===== config.mk =====
export PLATFORM = sky130hd
export DESIGN_NAME = nvme_irq_arb
export DESIGN_NICKNAME = d
export VERILOG_FILES = /design/src/rtl/nvme_irq_pkg.sv /design/src/rtl/nvme_rr_pick.sv /design/src/rtl/nvme_irq_arb.sv
export SDC_FILE = /design/constraint.sdc
export NUM_CORES = 1
export LEC_CHECK = 0
export ABC_CLOCK_PERIOD_IN_PS = 6420
export BUFFER_PORTS_ARGS = -buffer_cell sky130_fd_sc_hd__buf_2
export CORE_ASPECT_RATIO = 1.5
export CORE_UTILIZATION = 50
export CTS_BUF_LIST = sky130_fd_sc_hd__clkbuf_4 sky130_fd_sc_hd__clkbuf_8
export CTS_CLUSTER_DIAMETER = 120
export DETAILED_ROUTE_END_ITERATION = 12
export GPL_ROUTABILITY_DRIVEN = 0
export PLACE_DENSITY = 0.77
export SLEW_MARGIN = 10
export SYNTH_ARGS = -nofsm -noshare
export SYNTH_HDL_FRONTEND = slang
export SYNTH_HIERARCHICAL = 1
export SYNTH_SLANG_ARGS = --single-unit

===== constraint.sdc =====
create_clock -name pcie_user_clk -period 6.42 [get_ports pcie_user_clk]
set_input_delay 0.642 -clock pcie_user_clk [delete_from_list [all_inputs] [get_ports pcie_user_clk]]
set_output_delay 0.642 -clock pcie_user_clk [all_outputs]
set_load 0.01 [all_outputs]

===== src/rtl/nvme_irq_pkg.sv =====
// Shared definitions for the NVMe interrupt arbiter.
//   state_t   : one-hot arbiter states
//   mm_clamp  : limits the host multiple-message-enable field to the
//               largest vector count the arbiter will ever use (2**5)
package nvme_irq_pkg;

   localparam int C_NUM_CQ_DEF    = 9;
   localparam int C_VEC_WIDTH_DEF = 8;
   localparam int C_MM_MAX        = 5;

   typedef enum logic [3:0] {
      S_IDLE     = 4'b0001,
      S_MSI_REQ  = 4'b0010,
      S_MSI_ACK  = 4'b0100,
      S_INTX_REQ = 4'b1000
   } state_t;

   function automatic logic [2:0] mm_clamp(input logic [2:0] mm);
      return (mm > 3'(C_MM_MAX)) ? 3'(C_MM_MAX) : mm;
   endfunction

endpackage


===== src/rtl/nvme_rr_pick.sv =====
// Combinational round-robin picker.
//   req   : per-CQ request levels
//   last  : index granted most recently; the search starts just above it
//   grant : first requesting index found searching upward with wrap
//   any   : at least one request is pending
module nvme_rr_pick
   import nvme_irq_pkg::*;
#(
   parameter int C_NUM_CQ = C_NUM_CQ_DEF
) (
   input  logic [C_NUM_CQ-1:0]         req,
   input  logic [$clog2(C_NUM_CQ)-1:0] last,
   output logic [$clog2(C_NUM_CQ)-1:0] grant,
   output logic                        any
);

   localparam int IW = $clog2(C_NUM_CQ);

   // Walk from the farthest candidate (last itself) back to last+1 so the
   // final write is the closest requester after last.
   always_comb begin
      int idx;
      idx   = 0;
      grant = '0;
      any   = 1'b0;
      for (int k = C_NUM_CQ; k >= 1; k--) begin
         idx = int'(last) + k;
         if (idx >= C_NUM_CQ) idx = idx - C_NUM_CQ;
         if (req[IW'(idx)]) begin
            grant = IW'(idx);
            any   = 1'b1;
         end
      end
   end

endmodule


===== src/rtl/nvme_irq_arb.sv =====
// Shares the PCIe core cfg_interrupt port among the CQ interrupt checkers.
//   pcie_user_clk / pcie_user_rst_n : clock, async active-low reset
//   pcie_msi_en            : 1 = MSI round-robin, 0 = INTx level OR
//   cfg_interrupt_mmenable : log2 of MSI vectors the host granted
//   cq_msi_irq_req/ack     : per-CQ MSI request level / one-cycle ack
//   cq_legacy_irq_req      : per-CQ INTx level
//   cfg_interrupt*         : request, assert flag, vector and ready of the core
//
// state      | meaning
// S_IDLE     | nothing in flight, choose next message
// S_MSI_REQ  | MSI for r_grant offered to core, wait for rdy
// S_MSI_ACK  | core took the MSI, pulse ack to r_grant
// S_INTX_REQ | INTx assert/deassert (r_target) offered, wait for rdy
module nvme_irq_arb
   import nvme_irq_pkg::*;
#(
   parameter int C_NUM_CQ    = C_NUM_CQ_DEF,
   parameter int C_VEC_WIDTH = C_VEC_WIDTH_DEF
) (
   input  logic                   pcie_user_clk,
   input  logic                   pcie_user_rst_n,
   input  logic                   pcie_msi_en,
   input  logic [2:0]             cfg_interrupt_mmenable,
   input  logic [C_NUM_CQ-1:0]    cq_msi_irq_req,
   output logic [C_NUM_CQ-1:0]    cq_msi_irq_ack,
   input  logic [C_NUM_CQ-1:0]    cq_legacy_irq_req,
   output logic                   cfg_interrupt,
   output logic                   cfg_interrupt_assert,
   output logic [C_VEC_WIDTH-1:0] cfg_interrupt_di,
   input  logic                   cfg_interrupt_rdy
);

   localparam int IW = $clog2(C_NUM_CQ);

   state_t                 state;
   state_t                 state_nxt;
   logic [IW-1:0]          r_grant;
   logic [IW-1:0]          r_rr_last;
   logic [IW-1:0]          pick_grant;
   logic                   pick_any;
   logic                   r_intx_on;
   logic                   r_target;
   logic [C_VEC_WIDTH-1:0] r_vec;
   logic [C_VEC_WIDTH-1:0] pick_vec;
   logic                   intx_off;
   logic                   msi_go;
   logic                   intx_go;

   nvme_rr_pick #(.C_NUM_CQ(C_NUM_CQ)) u_pick (
      .req   (cq_msi_irq_req),
      .last  (r_rr_last),
      .grant (pick_grant),
      .any   (pick_any)
   );

   // Vectors the host did not grant collapse onto vector 0.
   always_comb begin
      int lim;
      lim      = 1 << mm_clamp(cfg_interrupt_mmenable);
      pick_vec = '0;
      if (int'(pick_grant) < lim) pick_vec = C_VEC_WIDTH'(pick_grant);
   end

   // A pending deassert outranks everything so INTx never stays stuck on
   // across a switch to MSI.
   assign intx_off = r_intx_on && (pcie_msi_en || (cq_legacy_irq_req == '0));
   assign msi_go   = pcie_msi_en && pick_any;
   assign intx_go  = !pcie_msi_en && !r_intx_on && (cq_legacy_irq_req != '0);

   always_ff @(posedge pcie_user_clk or negedge pcie_user_rst_n) begin
      if (!pcie_user_rst_n) state <= S_IDLE;
      else                  state <= state_nxt;
   end

   always_comb begin
      state_nxt = state;
      unique case (state)
         S_IDLE: begin
            if (intx_off)     state_nxt = S_INTX_REQ;
            else if (msi_go)  state_nxt = S_MSI_REQ;
            else if (intx_go) state_nxt = S_INTX_REQ;
         end
         S_MSI_REQ:  if (cfg_interrupt_rdy) state_nxt = S_MSI_ACK;
         S_MSI_ACK:  state_nxt = S_IDLE;
         S_INTX_REQ: if (cfg_interrupt_rdy) state_nxt = S_IDLE;
         default:    state_nxt = S_IDLE;
      endcase
   end

   always_ff @(posedge pcie_user_clk or negedge pcie_user_rst_n) begin
      if (!pcie_user_rst_n) begin
         r_grant   <= '0;
         r_vec     <= '0;
         r_target  <= 1'b0;
         r_intx_on <= 1'b0;
         r_rr_last <= IW'(C_NUM_CQ - 1);
      end else begin
         if (state == S_IDLE) begin
            if (intx_off) begin
               r_target <= 1'b0;
            end else if (msi_go) begin
               r_grant <= pick_grant;
               r_vec   <= pick_vec;
            end else if (intx_go) begin
               r_target <= 1'b1;
            end
         end
         if (state == S_MSI_ACK) r_rr_last <= r_grant;
         if ((state == S_INTX_REQ) && cfg_interrupt_rdy) r_intx_on <= r_target;
      end
   end

   always_comb begin
      cfg_interrupt        = (state == S_MSI_REQ) || (state == S_INTX_REQ);
      cfg_interrupt_assert = (state == S_INTX_REQ) && r_target;
      cfg_interrupt_di     = (state == S_MSI_REQ) ? r_vec : '0;
      cq_msi_irq_ack       = '0;
      if (state == S_MSI_ACK) cq_msi_irq_ack[r_grant] = 1'b1;
   end

endmodule


==> metrics.txt, run 1 <==
# TYPE chip_impl_metric gauge
chip_impl_metric{name="synth-edff-count",unit=""} 0
chip_impl_metric{name="crit_arrival",unit="ps"} 5800
chip_impl_metric{name="synth-compound-area-share",unit=""} 0.3218
chip_impl_metric{name="post-cts-setup-buffer-count",unit=""} 0
chip_impl_metric{name="cts.reportedPaths.clkPinSlew",unit="ps"} 70
chip_impl_metric{name="grt_util_all_layers",unit=""} 0.3406
chip_impl_info{name="layout_common_cells",value="sky130_fd_sc_hd__nand2_1, sky130_fd_sc_hd__nor2_1, sky130_fd_sc_hd__buf_2, sky130_fd_sc_hd__a21oi_1, sky130_fd_sc_hd__o21ai_0"} 1
chip_impl_metric{name="initial_cell_density_of_the_core",unit=""} 0.5218
chip_impl_metric{name="post_synth_and_or_nand_nor_area_fraction",unit=""} 0.3108
chip_impl_metric{name="chipWidth",unit="um"} 80.84
chip_impl_metric{name="routed-via-count",unit=""} 5494
chip_impl_metric{name="postSynthAreaPerCell",unit="sq um"} 7.206
chip_impl_metric{name="critical_path_peak_fanout",unit=""} 30
chip_impl_metric{name="timing.final.crit_share",unit=""} 0.8711
chip_impl_metric{name="cts-htree-levels",unit=""} 1
chip_impl_metric{name="grt_antenna_before_repair",unit=""} 0
chip_impl_metric{name="dp_hpwl",unit="um"} 11820
chip_impl_metric{name="yosysUniqueCellTypes",unit=""} 96
chip_impl_info{name="cts_tree",value="done"} 1
chip_impl_metric{name="routed_wl",unit="um"} 16140
chip_impl_metric{name="timing.critical_path.required",unit="ps"} 6620
chip_impl_metric{name="detail_route.first_pass.iterations",unit=""} 6
chip_impl_metric{name="final.fill_count",unit=""} 858
chip_impl_metric{name="yosys_register_bits",unit=""} 18
chip_impl_metric{name="number_of_placement_rows",unit=""} 42
chip_impl_metric{name="boundaryPins",unit=""} 44
chip_impl_metric{name="vias_per_cell",unit=""} 7.229
chip_impl_info{name="synth_top_family_by_area",value="compound AO/OA/AOI/OAI gates"} 1
chip_impl_metric{name="cts.path.max_buffers",unit=""} 2
chip_impl_metric{name="route.detailed.wl_per_inst",unit="um"} 21.24
chip_impl_metric{name="clkSinkCount",unit=""} 18
chip_impl_metric{name="first_global_vias",unit=""} 5018
chip_impl_metric{name="insertion_delay",unit="ps"} 260
chip_impl_info{name="end_kind",value="register"} 1
chip_impl_metric{name="grt_overflow",unit=""} 0
chip_impl_metric{name="core_region_area",unit="sq um"} 8934
chip_impl_info{name="layout.cells.most_common",value="sky130_fd_sc_hd__nand2_1"} 1
chip_impl_metric{name="ff2ff_path_depth",unit=""} 16
chip_impl_metric{name="synth_fa_ha_area_frac",unit=""} 0.06441
chip_impl_metric{name="max_slew_headroom_at_the_worst_pin",unit=""} 0.4165
chip_impl_metric{name="post_cts_resize_count",unit=""} 0
chip_impl_metric{name="residual_drc_count",unit=""} 0
chip_impl_metric{name="post_synth_inst_count",unit=""} 647
chip_impl_info{name="dominantRegCellSynth",value="sky130_fd_sc_hd__dfrtp_1"} 1
chip_impl_metric{name="postRouteAntennaNets",unit=""} 0
chip_impl_metric{name="quantity_of_i_o_buffers_inserted_on_ports",unit=""} 39
chip_impl_info{name="unrepaired_setup_endpoints_after_global_routing",value="no"} 1
chip_impl_metric{name="cts_hold_buf",unit=""} 0
chip_impl_metric{name="asyncSetResetFlopFracSynth",unit=""} 1.000
chip_impl_metric{name="tns",unit="ps"} 0
chip_impl_metric{name="numCtsBuffers",unit=""} 3
chip_impl_info{name="timing.critical_path.from_type",value="register"} 1
chip_impl_metric{name="grt_pass1_wl",unit="um"} 25650
chip_impl_metric{name="nets",unit=""} 700
chip_impl_metric{name="peak_freq",unit="MHz"} 178.8
chip_impl_metric{name="post_synth_instance_area",unit="sq um"} 4662
chip_impl_metric{name="detailed_route_iter0_violations",unit=""} 810
chip_impl_metric{name="final.min_clock_period",unit="ps"} 5593
chip_impl_info{name="timing_worst_setup_path_type",value="register to register"} 1
chip_impl_metric{name="timing_hold_violations_final",unit=""} 0
chip_impl_metric{name="drv.max_cap_violation_count",unit=""} 0
chip_impl_metric{name="finalMaxSlewViolations",unit=""} 0
chip_impl_info{name="timing.hold.worst.class",value="input port to asynchronous set/reset pin"} 1
chip_impl_metric{name="clock-skew-final",unit="ps"} 1.412
chip_impl_metric{name="ys_warns",unit=""} 6
chip_impl_metric{name="synth.mux.area_fraction",unit=""} 0.08991
chip_impl_metric{name="antenna-diode-count",unit=""} 0
chip_impl_metric{name="finalSetupViolCount",unit=""} 0
chip_impl_info{name="clock-root-buffer",value="sky130_fd_sc_hd__clkbuf_8"} 1
chip_impl_metric{name="die_h",unit="um"} 120.3
chip_impl_metric{name="grt_max_degree",unit=""} 70
chip_impl_metric{name="die_area",unit="sq um"} 9722
chip_impl_info{name="outcome",value="finished clean"} 1
chip_impl_metric{name="final_layout_size_suffix_gt1_frac",unit=""} 0.1538
chip_impl_metric{name="synthesized_area_fraction_occupied_by_xor_and_xnor_cells",unit=""} 0.04804
chip_impl_metric{name="slew_of_the_pin_with_the_lowest_slew_margin",unit="ps"} 875.2
chip_impl_metric{name="ys_seq_area_frac",unit=""} 0.09716
chip_impl_metric{name="area_growth",unit="%"} 4.536
==> cells in the mapped netlist, types with 4 or more instances <==
library cell / instances / share of area
sky130_fd_sc_hd__or3_1: 6 / 0.0081
sky130_fd_sc_hd__o22a_1: 4 / 0.0075
sky130_fd_sc_hd__mux2i_1: 16 / 0.034
sky130_fd_sc_hd__o21ai_0: 34 / 0.036
sky130_fd_sc_hd__a31oi_1: 7 / 0.0094
sky130_fd_sc_hd__nor2_1: 52 / 0.042
sky130_fd_sc_hd__inv_1: 19 / 0.015
sky130_fd_sc_hd__a21o_1: 9 / 0.014
sky130_fd_sc_hd__o211ai_1: 8 / 0.013
sky130_fd_sc_hd__mux2_2: 9 / 0.022
sky130_fd_sc_hd__or2_2: 6 / 0.0081
sky130_fd_sc_hd__a22o_1: 6 / 0.011
sky130_fd_sc_hd__and2_1: 12 / 0.016
sky130_fd_sc_hd__nand2b_1: 13 / 0.017
sky130_fd_sc_hd__buf_2: 18 / 0.019
sky130_fd_sc_hd__nor3_1: 21 / 0.023
sky130_fd_sc_hd__or4_1: 5 / 0.0081
sky130_fd_sc_hd__mux4_2: 7 / 0.034
sky130_fd_sc_hd__nand3_1: 19 / 0.020
sky130_fd_sc_hd__nand4_1: 6 / 0.0081
sky130_fd_sc_hd__a21oi_1: 37 / 0.040
sky130_fd_sc_hd__ha_1: 24 / 0.064
sky130_fd_sc_hd__o22ai_1: 9 / 0.012
sky130_fd_sc_hd__nor3b_1: 6 / 0.0097
sky130_fd_sc_hd__a221oi_1: 6 / 0.011
sky130_fd_sc_hd__a21boi_0: 5 / 0.0081
sky130_fd_sc_hd__xnor2_1: 19 / 0.036
sky130_fd_sc_hd__buf_1: 6 / 0.0048
sky130_fd_sc_hd__buf_4: 5 / 0.0081
sky130_fd_sc_hd__clkbuf_1: 18 / 0.014
sky130_fd_sc_hd__dfrtp_1: 16 / 0.086
sky130_fd_sc_hd__a211oi_1: 18 / 0.029
sky130_fd_sc_hd__nor4_1: 11 / 0.015
sky130_fd_sc_hd__o31ai_1: 8 / 0.013
sky130_fd_sc_hd__nand4b_1: 4 / 0.0075
sky130_fd_sc_hd__nor2b_1: 14 / 0.019
sky130_fd_sc_hd__a211o_1: 9 / 0.017
sky130_fd_sc_hd__nand2_1: 72 / 0.058
==> routing by layer <==
layer  global-route usage  share of wire
met1               0.4110           0.36
met2               0.5546           0.47
met3              0.03472          0.088
met4               0.2344          0.084
met5                    0              0
==> metrics by stage <==
stage          cell area [sq um]  hold WS, ps  utilization  worst slack (ps)  instances
6_report                    4873        303.2       0.5455             827.5        760
3_5_place_dp                4818        547.5       0.5394             986.5        756
4_1_cts                     4873        312.5       0.5455             959.7        760
2_1_floorplan               4673        346.4            -              1625        650
3_3_place_gp                4818        531.5       0.5394              1249        756
5_1_grt                     4873        328.8       0.5455             533.2        760
==> path summary, 6_finish.rpt <==
check / from / to / slack [ps]
setup / recovery: r_rr_last[3]$_DFFE_PN1P_ / r_vec[0]$_DFFE_PN0P_ / 830
hold / removal: pcie_user_rst_n / r_intx_on$_DFFE_PN0P_ / 300
setup reg to reg: r_rr_last[3]$_DFFE_PN1P_ / r_vec[0]$_DFFE_PN0P_ / 830
hold reg to reg: r_target$_DFFE_PN0P_ / r_target$_DFFE_PN0P_ / 550
max in group asynchronous: pcie_user_rst_n / r_rr_last[3]$_DFFE_PN1P_ / 5790
min in group pcie_user_clk: r_target$_DFFE_PN0P_ / r_target$_DFFE_PN0P_ / 550
==> worst max-delay path: stages (launching register included) <==
cell and delay, ps:
sky130_fd_sc_hd__dfstp_2 910, sky130_fd_sc_hd__inv_1 460, sky130_fd_sc_hd__ha_1 340, sky130_fd_sc_hd__a21oi_1 460, sky130_fd_sc_hd__o22ai_2 160, sky130_fd_sc_hd__xnor2_2 390
sky130_fd_sc_hd__mux4_2 580, sky130_fd_sc_hd__a21oi_2 200, sky130_fd_sc_hd__o21ai_2 120, sky130_fd_sc_hd__nand2b_1 260, sky130_fd_sc_hd__a221oi_1 310, sky130_fd_sc_hd__o21ai_1 180
sky130_fd_sc_hd__ha_1 340, sky130_fd_sc_hd__o31ai_1 80, sky130_fd_sc_hd__a21oi_1 110, sky130_fd_sc_hd__o31ai_1 430, sky130_fd_sc_hd__a22o_1 190
==> cells by family after synthesis <==
kind of cell | count (synthesis)
AND/OR/NAND/NOR | 270
buffers and inverters | 70
AO/OA/AOI/OAI | 209
flip-flops | 18
XOR/XNOR | 23
other | 1
adder cells (fa/ha/maj) | 24
multiplexers | 32
==> area by class of cell <==
cell class	count	area [sq um]	area share
multi-input combinational	562	3908	0.8018
sequential	18	454.2	0.09320
timing repair buffer	45	240.2	0.04929
tap	110	137.6	0.02824
inverter	21	78.83	0.01617
clock buffer	4	55.05	0.01130
==> flip-flops by register name (all words and copies together), names as in the netlist <==
| register | cells |
|---|---|
| r_target | 1 |
| state | 4 |
| r_grant | 4 |
| r_vec | 4 |
| r_rr_last | 4 |
| r_intx_on | 1 |
Power of run 1 is left out: the tool's default activity adds up to more than one toggle a clock period on the data nets, which glitch-free logic cannot reach.
==> run 2, diff against run 1 <==
--- a/config.mk
+++ b/config.mk
@@ -7,13 +7,15 @@
 export LEC_CHECK = 0
 export ABC_CLOCK_PERIOD_IN_PS = 6420
 export BUFFER_PORTS_ARGS = -buffer_cell sky130_fd_sc_hd__buf_2
+export CELL_PAD_IN_SITES_DETAIL_PLACEMENT = 1
+export CELL_PAD_IN_SITES_GLOBAL_PLACEMENT = 1
 export CORE_ASPECT_RATIO = 1.5
-export CORE_UTILIZATION = 50
+export CORE_UTILIZATION = 46
 export CTS_BUF_LIST = sky130_fd_sc_hd__clkbuf_4 sky130_fd_sc_hd__clkbuf_8
 export CTS_CLUSTER_DIAMETER = 120
 export DETAILED_ROUTE_END_ITERATION = 12
 export GPL_ROUTABILITY_DRIVEN = 0
-export PLACE_DENSITY = 0.77
+export PLACE_DENSITY = 0.92
 export SLEW_MARGIN = 10
 export SYNTH_ARGS = -nofsm -noshare
 export SYNTH_HDL_FRONTEND = slang
==> run 2 against run 1 <==
Critical path type unchanged. The run now ends with design-rule violations left. Non-clock buffer count grew 1. Fmax shrank 4.2%. Register-to-register slack worse by 240 ps. Final area increased by 0.28%. Largest cell class unchanged. Critical endpoint is now r_vec[3]$_DFFE_PN0P_.
==> metrics.txt, run 2 (synthesized netlist as in run 1, its figures left out) <==
# TYPE chip_impl_metric gauge
chip_impl_metric{name="postRouteAntennaNets",unit=""} 0
chip_impl_metric{name="residual_drc_count",unit=""} 4
chip_impl_metric{name="grt_pass1_wl",unit="um"} 31530
chip_impl_metric{name="finalMaxSlewViolations",unit=""} 0
chip_impl_metric{name="cts.reportedPaths.clkPinSlew",unit="ps"} 70
chip_impl_metric{name="chipWidth",unit="um"} 84.20
chip_impl_metric{name="place_worst_setup_slack",unit="ps"} 792.9
chip_impl_metric{name="peak_freq",unit="MHz"} 171.3
chip_impl_info{name="timing.critical_path.from_type",value="register"} 1
chip_impl_info{name="violations",value="design-rule violations"} 1
chip_impl_metric{name="finalSetupViolCount",unit=""} 0
chip_impl_metric{name="crit_arrival",unit="ps"} 6040
chip_impl_info{name="highest-signal-layer",value="met4"} 1
chip_impl_metric{name="dr_wl_met3",unit="um"} 1316
chip_impl_metric{name="initial_cell_density_of_the_core",unit=""} 0.4784
chip_impl_metric{name="detailed_route_iter0_violations",unit=""} 611
chip_impl_metric{name="met2_length",unit="um"} 9525
chip_impl_info{name="timing_worst_setup_path_type",value="register to register"} 1
chip_impl_metric{name="grt_max_degree",unit=""} 39
chip_impl_metric{name="tns",unit="ps"} 0
chip_impl_metric{name="ff2ff_path_depth",unit=""} 17
chip_impl_metric{name="clock-skew-final",unit="ps"} 1.023
chip_impl_metric{name="grt_util_all_layers",unit=""} 0.3831
chip_impl_metric{name="multi_input_comb_area",unit="sq um"} 3914
chip_impl_metric{name="antenna-diode-count",unit=""} 0
chip_impl_metric{name="number_of_placement_rows",unit=""} 44
chip_impl_metric{name="detail_route.first_pass.iterations",unit=""} 9
chip_impl_info{name="end_kind",value="register"} 1
chip_impl_metric{name="core_region_area",unit="sq um"} 9744
chip_impl_metric{name="grt_antenna_before_repair",unit=""} 0
chip_impl_metric{name="reg_to_reg_setup_timing_slack",unit="ps"} 580
chip_impl_info{name="cts_tree",value="done"} 1
chip_impl_metric{name="cts.path.max_buffers",unit=""} 2
chip_impl_metric{name="nets",unit=""} 701
chip_impl_metric{name="area_growth",unit="%"} 4.831
chip_impl_metric{name="final.min_clock_period",unit="ps"} 5837
chip_impl_info{name="outcome",value="finished with violations"} 1
chip_impl_metric{name="timing.critical_path.required",unit="ps"} 6620
chip_impl_metric{name="routed-via-count",unit=""} 5681
chip_impl_metric{name="timing.final.crit_share",unit=""} 0.9092
chip_impl_metric{name="cts-htree-levels",unit=""} 1
chip_impl_metric{name="die_h",unit="um"} 125.3
chip_impl_metric{name="vias_per_cell",unit=""} 7.416
chip_impl_info{name="clock-root-buffer",value="sky130_fd_sc_hd__clkbuf_8"} 1
chip_impl_metric{name="drv.max_cap_violation_count",unit=""} 0
chip_impl_metric{name="boundaryPins",unit=""} 44
chip_impl_metric{name="final.setup.worst_slack",unit="ps"} 583.1
chip_impl_metric{name="insertion_delay",unit="ps"} 270
chip_impl_metric{name="slew_of_the_pin_with_the_lowest_slew_margin",unit="ps"} 1077
chip_impl_info{name="layout.cells.most_common",value="sky130_fd_sc_hd__nand2_1"} 1
chip_impl_metric{name="critical_path_peak_fanout",unit=""} 21
chip_impl_metric{name="routed_wl",unit="um"} 19800
chip_impl_info{name="timing.hold.worst.class",value="input port to asynchronous set/reset pin"} 1
chip_impl_metric{name="ff_latch_area",unit="sq um"} 454.2
chip_impl_info{name="worstReg2RegEnd",value="r_vec[3]$_DFFE_PN0P_"} 1
chip_impl_metric{name="detail_route.wirelength.met1",unit="um"} 6948
chip_impl_metric{name="route.detailed.wl_per_inst",unit="um"} 25.84
chip_impl_metric{name="grt_overflow",unit=""} 0
chip_impl_metric{name="cts_hold_buf",unit=""} 0
chip_impl_metric{name="timing_hold_violations_final",unit=""} 0
chip_impl_info{name="layout_common_cells",value="sky130_fd_sc_hd__nand2_1, sky130_fd_sc_hd__nor2_1, sky130_fd_sc_hd__buf_2, sky130_fd_sc_hd__a21oi_1, sky130_fd_sc_hd__o21ai_0"} 1
chip_impl_metric{name="first_global_vias",unit=""} 5929
chip_impl_info{name="r2r-start",value="r_rr_last[2]$_DFFE_PN0P_"} 1
chip_impl_metric{name="final_layout_size_suffix_gt1_frac",unit=""} 0.1567
chip_impl_metric{name="dp_hpwl",unit="um"} 14650
chip_impl_metric{name="quantity_of_i_o_buffers_inserted_on_ports",unit=""} 39
chip_impl_metric{name="die_area",unit="sq um"} 10550
chip_impl_metric{name="final.fill_count",unit=""} 1276
chip_impl_metric{name="clkSinkCount",unit=""} 18
chip_impl_metric{name="max_slew_headroom_at_the_worst_pin",unit=""} 0.2717
chip_impl_metric{name="numCtsBuffers",unit=""} 3
chip_impl_info{name="unrepaired_setup_endpoints_after_global_routing",value="no"} 1
run 2: cell types whose count changed in the layout (fill, tap and decap cells not counted), sizes merged:
cell / delta
buf: +1
run 2: how the worst max path moves through the flow:
stage / start / endpoint / slack, ps / cells past startpoint
CTS: r_rr_last[2]$_DFFE_PN0P_ / r_vec[3]$_DFFE_PN0P_ / 730 / 17
global route: r_rr_last[2]$_DFFE_PN0P_ / r_vec[3]$_DFFE_PN0P_ / 110 / 17
global placement: r_rr_last[3]$_DFFE_PN1P_ / r_vec[0]$_DFFE_PN0P_ / 1000 / 16
finish: r_rr_last[2]$_DFFE_PN0P_ / r_vec[3]$_DFFE_PN0P_ / 580 / 17
floorplan: r_rr_last[0]$_DFFE_PN0P_ / r_vec[0]$_DFFE_PN0P_ / 1620 / 19
detailed placement: r_rr_last[2]$_DFFE_PN0P_ / r_vec[0]$_DFFE_PN0P_ / 790 / 17
run 2: layout make-up:
class | instances | area share
repair buffers | 46 | 0.05069
well taps | 115 | 0.02944
inverters | 21 | 0.01613
clock buffers | 4 | 0.009985
multi-input cells | 562 | 0.8008
flip-flops and latches | 18 | 0.09293
run 2: per-layer routing:
layer	GRT usage	vias to the layer above
met5	0	-
met4	0.3296	0
met3	0.04554	153
met2	0.6538	353
met1	0.4170	2734
li1	-	2441
run 2: per-stage QoR:
step	std cells	utilization	hold slack [ps]	area, sq um
after floorplan	650	-	346.4	4673
after global placement	762	0.4959	510.2	4832
after detailed placement	762	0.4959	494.1	4832
after CTS	766	0.5009	306.9	4881
after global routing	766	0.5015	337.4	4887
final	766	0.5015	305.0	4887
run 2: what timing repair did:
item                                    CTS  global route
resized for setup                         0             1
setup buffers                             0             0
endpoints found under the setup margin    0             4
run 2: critical path, cell delays in order, from the launching register on:
cell and delay [ps]:
sky130_fd_sc_hd__dfrtp_1 810, sky130_fd_sc_hd__clkinv_1 580, sky130_fd_sc_hd__ha_1 530, sky130_fd_sc_hd__nand2b_1 140, sky130_fd_sc_hd__a21boi_1 120, sky130_fd_sc_hd__nor3_1 600, sky130_fd_sc_hd__nor2_1 120, sky130_fd_sc_hd__o311ai_0 530
sky130_fd_sc_hd__a31oi_1 260, sky130_fd_sc_hd__and2b_1 390, sky130_fd_sc_hd__nand2b_1 160, sky130_fd_sc_hd__a21oi_1 70, sky130_fd_sc_hd__o22ai_1 280, sky130_fd_sc_hd__ha_1 280, sky130_fd_sc_hd__o21ai_0 140, sky130_fd_sc_hd__a21oi_1 60
sky130_fd_sc_hd__o31ai_1 460, sky130_fd_sc_hd__a22o_1 240
Power of run 2 is left out for the same reason.
